<file path="src/rtl/instr_fetch_unit_pkg.sv">
// Shared processor definitions for the IF stage: datapath widths, reset PC
// and the fetch-queue entry layout.
package instr_fetch_unit_pkg;

  localparam int ADDR_W = 32;
  localparam int DATA_W = 32;

  localparam logic [ADDR_W-1:0] RESET_PC = '0;

  typedef struct packed {
    logic [ADDR_W-1:0] pc;
    logic [DATA_W-1:0] instr;
    logic              filled;
  } fq_entry_t;

endpackage

</file>
<file path="src/rtl/fetch_queue.sv">
// In-order fetch buffer: entries are allocated at grant, filled at response
// and popped by decode. Pointers carry an extra MSB so full != empty.
module fetch_queue
  import instr_fetch_unit_pkg::*;
#(
  parameter int DEPTH = 4,
  localparam int PW   = $clog2(DEPTH) + 1
) (
  input  logic              clk,
  input  logic              rst,
  input  logic              alloc,
  input  logic [ADDR_W-1:0] alloc_pc,
  input  logic              fill,
  input  logic [DATA_W-1:0] fill_instr,
  input  logic              pop,
  input  logic              clear,
  output logic [PW-1:0]     count,
  output logic [PW-1:0]     in_flight,
  output fq_entry_t         head
);

  fq_entry_t       entries [DEPTH];
  logic [PW-1:0]   alloc_ptr;
  logic [PW-1:0]   fill_ptr;
  logic [PW-1:0]   rd_ptr;

  // NOTE: the whole array is reset (not just the filled bits) so the
  // decode-facing pc/instr read 0 out of reset; cheap at this depth.
  always_ff @(posedge clk or posedge rst) begin
    if (rst) begin
      alloc_ptr <= '0;
      fill_ptr  <= '0;
      rd_ptr    <= '0;
      for (int i = 0; i < DEPTH; i++) begin
        entries[i] <= '{pc: RESET_PC, instr: '0, filled: 1'b0};
      end
    end else if (clear) begin
      alloc_ptr <= '0;
      fill_ptr  <= '0;
      rd_ptr    <= '0;
      for (int i = 0; i < DEPTH; i++) begin
        entries[i].filled <= 1'b0;
      end
    end else begin
      // Alloc, fill and pop always target distinct slots under the protocol.
      if (alloc) begin
        entries[alloc_ptr[PW-2:0]].pc     <= alloc_pc;
        entries[alloc_ptr[PW-2:0]].filled <= 1'b0;
        alloc_ptr                         <= alloc_ptr + 1'b1;
      end
      if (fill) begin
        entries[fill_ptr[PW-2:0]].instr  <= fill_instr;
        entries[fill_ptr[PW-2:0]].filled <= 1'b1;
        fill_ptr                         <= fill_ptr + 1'b1;
      end
      if (pop) begin
        entries[rd_ptr[PW-2:0]].filled <= 1'b0;
        rd_ptr                         <= rd_ptr + 1'b1;
      end
    end
  end

  assign count     = alloc_ptr - rd_ptr;
  assign in_flight = alloc_ptr - fill_ptr;
  assign head      = entries[rd_ptr[PW-2:0]];

endmodule

</file>
<file path="src/rtl/instr_fetch_unit.sv">
// IF-stage fetch engine: issues in-order imem requests for currentPC,
// buffers responses and hands them to decode; drops stale data on redirect.
module instr_fetch_unit
  import instr_fetch_unit_pkg::*;
#(
  parameter int DEPTH = 4
) (
  input  logic              clk,
  input  logic              rst,
  input  logic [ADDR_W-1:0] currentPC,
  output logic              PCWrite,
  input  logic              redirect,
  output logic              imem_req,
  output logic [ADDR_W-1:0] imem_addr,
  input  logic              imem_gnt,
  input  logic              imem_rvalid,
  input  logic [DATA_W-1:0] imem_rdata,
  output logic              if_valid,
  output logic [DATA_W-1:0] if_instr,
  output logic [ADDR_W-1:0] if_pc,
  input  logic              id_ready
);

  localparam int PW = $clog2(DEPTH) + 1;

  logic [PW-1:0] count;
  logic [PW-1:0] in_flight;
  logic [PW-1:0] drop_cnt;
  logic [PW:0]   occupancy;
  fq_entry_t     head;
  logic          grant;
  logic          fill;
  logic          pop;

  // Stale responses still owed by memory occupy slots, so they count
  // against the issue budget just like buffered entries.
  assign occupancy = {1'b0, count} + {1'b0, drop_cnt};
  assign imem_req  = !rst && !redirect && (occupancy < (PW + 1)'(DEPTH));
  assign imem_addr = currentPC;
  assign grant     = imem_req && imem_gnt;
  assign PCWrite   = grant || redirect;

  assign fill     = imem_rvalid && (drop_cnt == '0) && !redirect;
  assign if_valid = !rst && !redirect && head.filled && (count != '0);
  assign pop      = if_valid && id_ready;
  assign if_instr = head.instr;
  assign if_pc    = head.pc;

  // NOTE: sequential state uses non-blocking assignments only, so every
  // right-hand side here sees the pre-edge values.
  always_ff @(posedge clk or posedge rst) begin
    if (rst) begin
      drop_cnt <= '0;
    end else if (redirect) begin
      drop_cnt <= drop_cnt + in_flight - {{(PW-1){1'b0}}, imem_rvalid};
    end else if (imem_rvalid && (drop_cnt != '0)) begin
      drop_cnt <= drop_cnt - 1'b1;
    end
  end

  fetch_queue #(.DEPTH(DEPTH)) u_queue (
    .clk        (clk),
    .rst        (rst),
    .alloc      (grant),
    .alloc_pc   (currentPC),
    .fill       (fill),
    .fill_instr (imem_rdata),
    .pop        (pop),
    .clear      (redirect),
    .count      (count),
    .in_flight  (in_flight),
    .head       (head)
  );

endmodule

</file>
<file path="config.mk">
export PLATFORM = sky130hd
export DESIGN_NAME = instr_fetch_unit
export DESIGN_NICKNAME = d
export VERILOG_FILES = /design/src/rtl/instr_fetch_unit_pkg.sv /design/src/rtl/fetch_queue.sv /design/src/rtl/instr_fetch_unit.sv
export SDC_FILE = /design/constraint.sdc
export NUM_CORES = 1
export LEC_CHECK = 0
export ABC_AREA = 1
export BUFFER_PORTS_ARGS = -buffer_cell sky130_fd_sc_hd__buf_4
export CORE_UTILIZATION = 63
export DETAILED_ROUTE_END_ITERATION = 10
export PLACE_DENSITY = 0.86
export SETUP_SLACK_MARGIN = 0.2
export SYNTH_ARGS = -nofsm -noshare
export SYNTH_HDL_FRONTEND = slang
export SYNTH_SLANG_ARGS = --single-unit
export TNS_END_PERCENT = 20
</file>
<file path="constraint.sdc">
create_clock -name clk -period 15.9 [get_ports clk]
set_input_delay 2.385 -clock clk [delete_from_list [all_inputs] [get_ports clk]]
set_output_delay 2.385 -clock clk [all_outputs]
set_load 0.05 [all_outputs]
</file>
==> impl_summary.log <==
INFO  metric outcome = completed
INFO  metric power_density = 173.2 nW/um^2
INFO  metric initial_util = 65.19%
INFO  metric worst_clock_skew = 8.304 ps
INFO  metric cp.required = 13520 ps
INFO  metric ys.warnings.count = 0
INFO  metric avgRoutedWirePerCell = 16.67 um
INFO  metric area_share_of_the_leading_cell_type_in_the_synthesized_netlist = 52.95%
INFO  metric critical_path.endpoint_type = primary output
INFO  metric fp.dieH = 144.8 um
INFO  metric hpwlAfterDp = 17770 um
INFO  metric grt_remaining_overflow = 0
INFO  metric final_antenna_net_count = 0
INFO  metric cellLeakagePower = 7.788 nW
INFO  metric final_max_slew_viol_count = 0
INFO  metric worst_skew_pair.late_latency = 530 ps
INFO  metric clockRootBuffer = sky130_fd_sc_hd__clkbuf_16
INFO  metric unrepaired_setup_endpoints_after_global_routing = no
INFO  metric synthToLayoutAreaGrowth = 14.26%
INFO  metric cts.sink_count = 272
INFO  metric design.die.area = 20980 sq um
INFO  metric route.detailed.drc = 0
INFO  metric critical_path.slowest_cell = sky130_fd_sc_hd__dfrtp_4
INFO  metric final_net_count = 1726
INFO  metric area_of_the_mapped_netlist = 12850 sq um
INFO  metric grt_max_degree = 189
INFO  metric total_routing_resource_utilization_after_global_routing = 31.25%
INFO  metric fp.coreArea = 19720 sq um
INFO  metric worst_slew_margin_rel = 20.30%
INFO  metric total_power = 2.544 mW
INFO  metric cts_hold_buffers = 0
INFO  metric crit_path_cells = buf_4 -> ha_1 -> inv_1 -> fa_1 -> inv_1 -> nand2_1 -> nand3_1 -> nand2_1 -> ha_1 -> nor2_1 -> o21a_1 -> nand3_1 -> nand2_1 -> buf_4
INFO  metric setup.reg_to_reg.worst_slack = 10810 ps
INFO  metric grt_antenna_before_repair = 0
INFO  metric cts_post_setup_buffers_inserted = 0
INFO  metric worstSetupStartpointType = flip-flop
INFO  metric rr_worst_depth = 15
INFO  metric finish.utilization = 74.49%
INFO  metric arrival = 4370 ps
INFO  metric final_layout_size_suffix_gt1_share = 14.38%
INFO  metric count_of_tritonroute_iterations_in_the_first_routing_pass = 7
INFO  metric ys_ff_latch = 272
INFO  metric setup_violations = 0
INFO  metric htree_num_levels = 1
INFO  metric timing.fmax = 148.1 MHz
INFO  metric synth_top_cell_by_area = sky130_fd_sc_hd__dfrtp_1
INFO  metric ys_types = 32
INFO  metric antenna_cells = 0
INFO  metric globalplace.congestion = 0.8110
INFO  metric post_synth_inst_count = 1559
INFO  metric cp_max_fo = 68
INFO  metric holdPathStages = 2
INFO  metric holdCritPathClass = flip-flop to flip-flop
INFO  metric core.rowCount = 51
INFO  metric cts_max_path_buffers = 3
INFO  metric main_area_contributors_after_synthesis = sky130_fd_sc_hd__dfrtp_1 (53%), sky130_fd_sc_hd__nand2_1 (16%), sky130_fd_sc_hd__o21ai_0 (9.6%)
INFO  metric floorplan.die.width = 144.8 um
INFO  metric number_of_max_cap_violations = 0
INFO  metric dpl.cell_count = 1867
INFO  metric port-buffer-count = 168
INFO  metric cts_repair_resize_count = 0
INFO  metric criticalPathCategory = flip-flop to primary output
INFO  metric cts_buffers = 29
INFO  metric power.ir.vdd_worst = 116.3 uV
INFO  metric worst-slew-pin-transition = 1191 ps
INFO  metric layout.filler_cells = 1417
INFO  metric vias_per_cell = 5.736
INFO  metric top_level_ports = 169
INFO  metric global_route_wire_length_before_repair = 51660 um
INFO  metric wl = 32000 um
INFO  metric post_synth.cell_area_avg = 8.246 sq um
INFO  metric hold_viol_final = 0
INFO  metric first_global_vias = 10330
INFO  metric worstReg2RegStart = u_queue.rd_ptr[0]$_DFFE_PP0P_
INFO  metric tritoncts = yes
INFO  metric layout_min_cycle_time = 6752 ps
INFO  metric cp_slowest_stage_delay = 890 ps
INFO  metric final-instance-count-excl-fill = 1920
INFO  metric dr_total_vias = 11010
INFO  metric layout_worst_path_cycle_share = 42.46%
INFO  metric mappedNetlistNets = 1652
INFO  metric drtIter0Drc = 1083
INFO  metric worst_path_most_repeated_cell = sky130_fd_sc_hd__nand2_1
INFO  metric clk_pin_slew = 60 ps
INFO  metric fin_tns_setup = 0 ps
INFO  metric synth.yosys.seq_area_share = 52.95%
area by class of cell:
class	count	area, sq um	area share (%)
timing repair buffer	174	1319	8.979
multi-input combinational	1086	5000	34.04
sequential	272	6812	46.38
clock inverter	3	65.06	0.4430
tap	265	331.6	2.257
inverter	70	276.5	1.883
clock buffer	50	884.6	6.023
cell families after synthesis:
kind of cell / after synthesis / share of synthesized area [%]
buf+inv: 201 / 8.156
simple gates: 724 / 22.38
xor+xnor: 5 / 0.3407
compound gates: 334 / 13.65
flops: 272 / 52.95
fa+ha+maj: 23 / 2.531
synth_stat cells, drive strengths merged:
cell type / number
inv: 69
o22ai: 64
dfrtp: 272
fa: 5
nand3: 20
a21oi: 1
and2: 1
clkinv: 1
clkbuf: 44
xnor2: 1
o21ai: 268
nor2: 141
xor2: 4
ha: 18
buf: 87
o21a: 1
nand4: 8
nand2: 554
placed cells by master, fill, tap and decap left out, drive strengths merged, types with 5 or more instances in the layout:
master  Yosys  routed
buf        87     174
clkbuf     44      50
dfrtp     272     272
fa          5       5
ha         18      18
inv        69      69
nand2     554     554
nand3      20      20
nand4       8       8
nor2      141     141
o21ai     268     268
o22ai      64      64
stage by stage:
stage          cell area [sq um]  worst slack, ps  hold WS (ps)
6_report                   14690             9148         471.2
5_1_grt                    14690             8851         484.4
4_1_cts                    14690             9204         475.5
3_5_place_dp               13740             9648         459.5
3_3_place_gp               13740             9702         456.8
2_1_floorplan              12850             4388         443.6
critical path: cells and delay by family (launching register included):
kind,cells,cell delay (ps)
and+or+nand+nor,6,640
buffers and inverters,4,1040
DFF,1,890
AOI/OAI and AO/OA,1,380
adders and majority gates,3,800
worst max path at each step:
stage	cells past startpoint	end	start	slack, ps
after floorplan	5	PCWrite	rst	4390
after global placement	7	PCWrite	rst	9700
after detailed placement	7	if_valid	rst	9650
after CTS	14	PCWrite	u_queue.rd_ptr[0]$_DFFE_PP0P_	9200
after global routing	14	PCWrite	u_queue.rd_ptr[0]$_DFFE_PP0P_	8850
final	14	PCWrite	u_queue.rd_ptr[0]$_DFFE_PP0P_	9150
power by group:
part	switching, mW	internal, mW
Sequential	0.108	0.887
Combinational	0.599	0.279
Clock	0.265	0.406
Total	0.972	1.57
routing by layer:
metal  track usage (%)  up-vias  wire, um
li1                  -     5125         -
met1             43.87     5342     13370
met2             50.86      482     15470
met3             3.817       65      2368
met4             10.19        0       792
met5                 0        -         0
(Power assumes the default switching activity.)
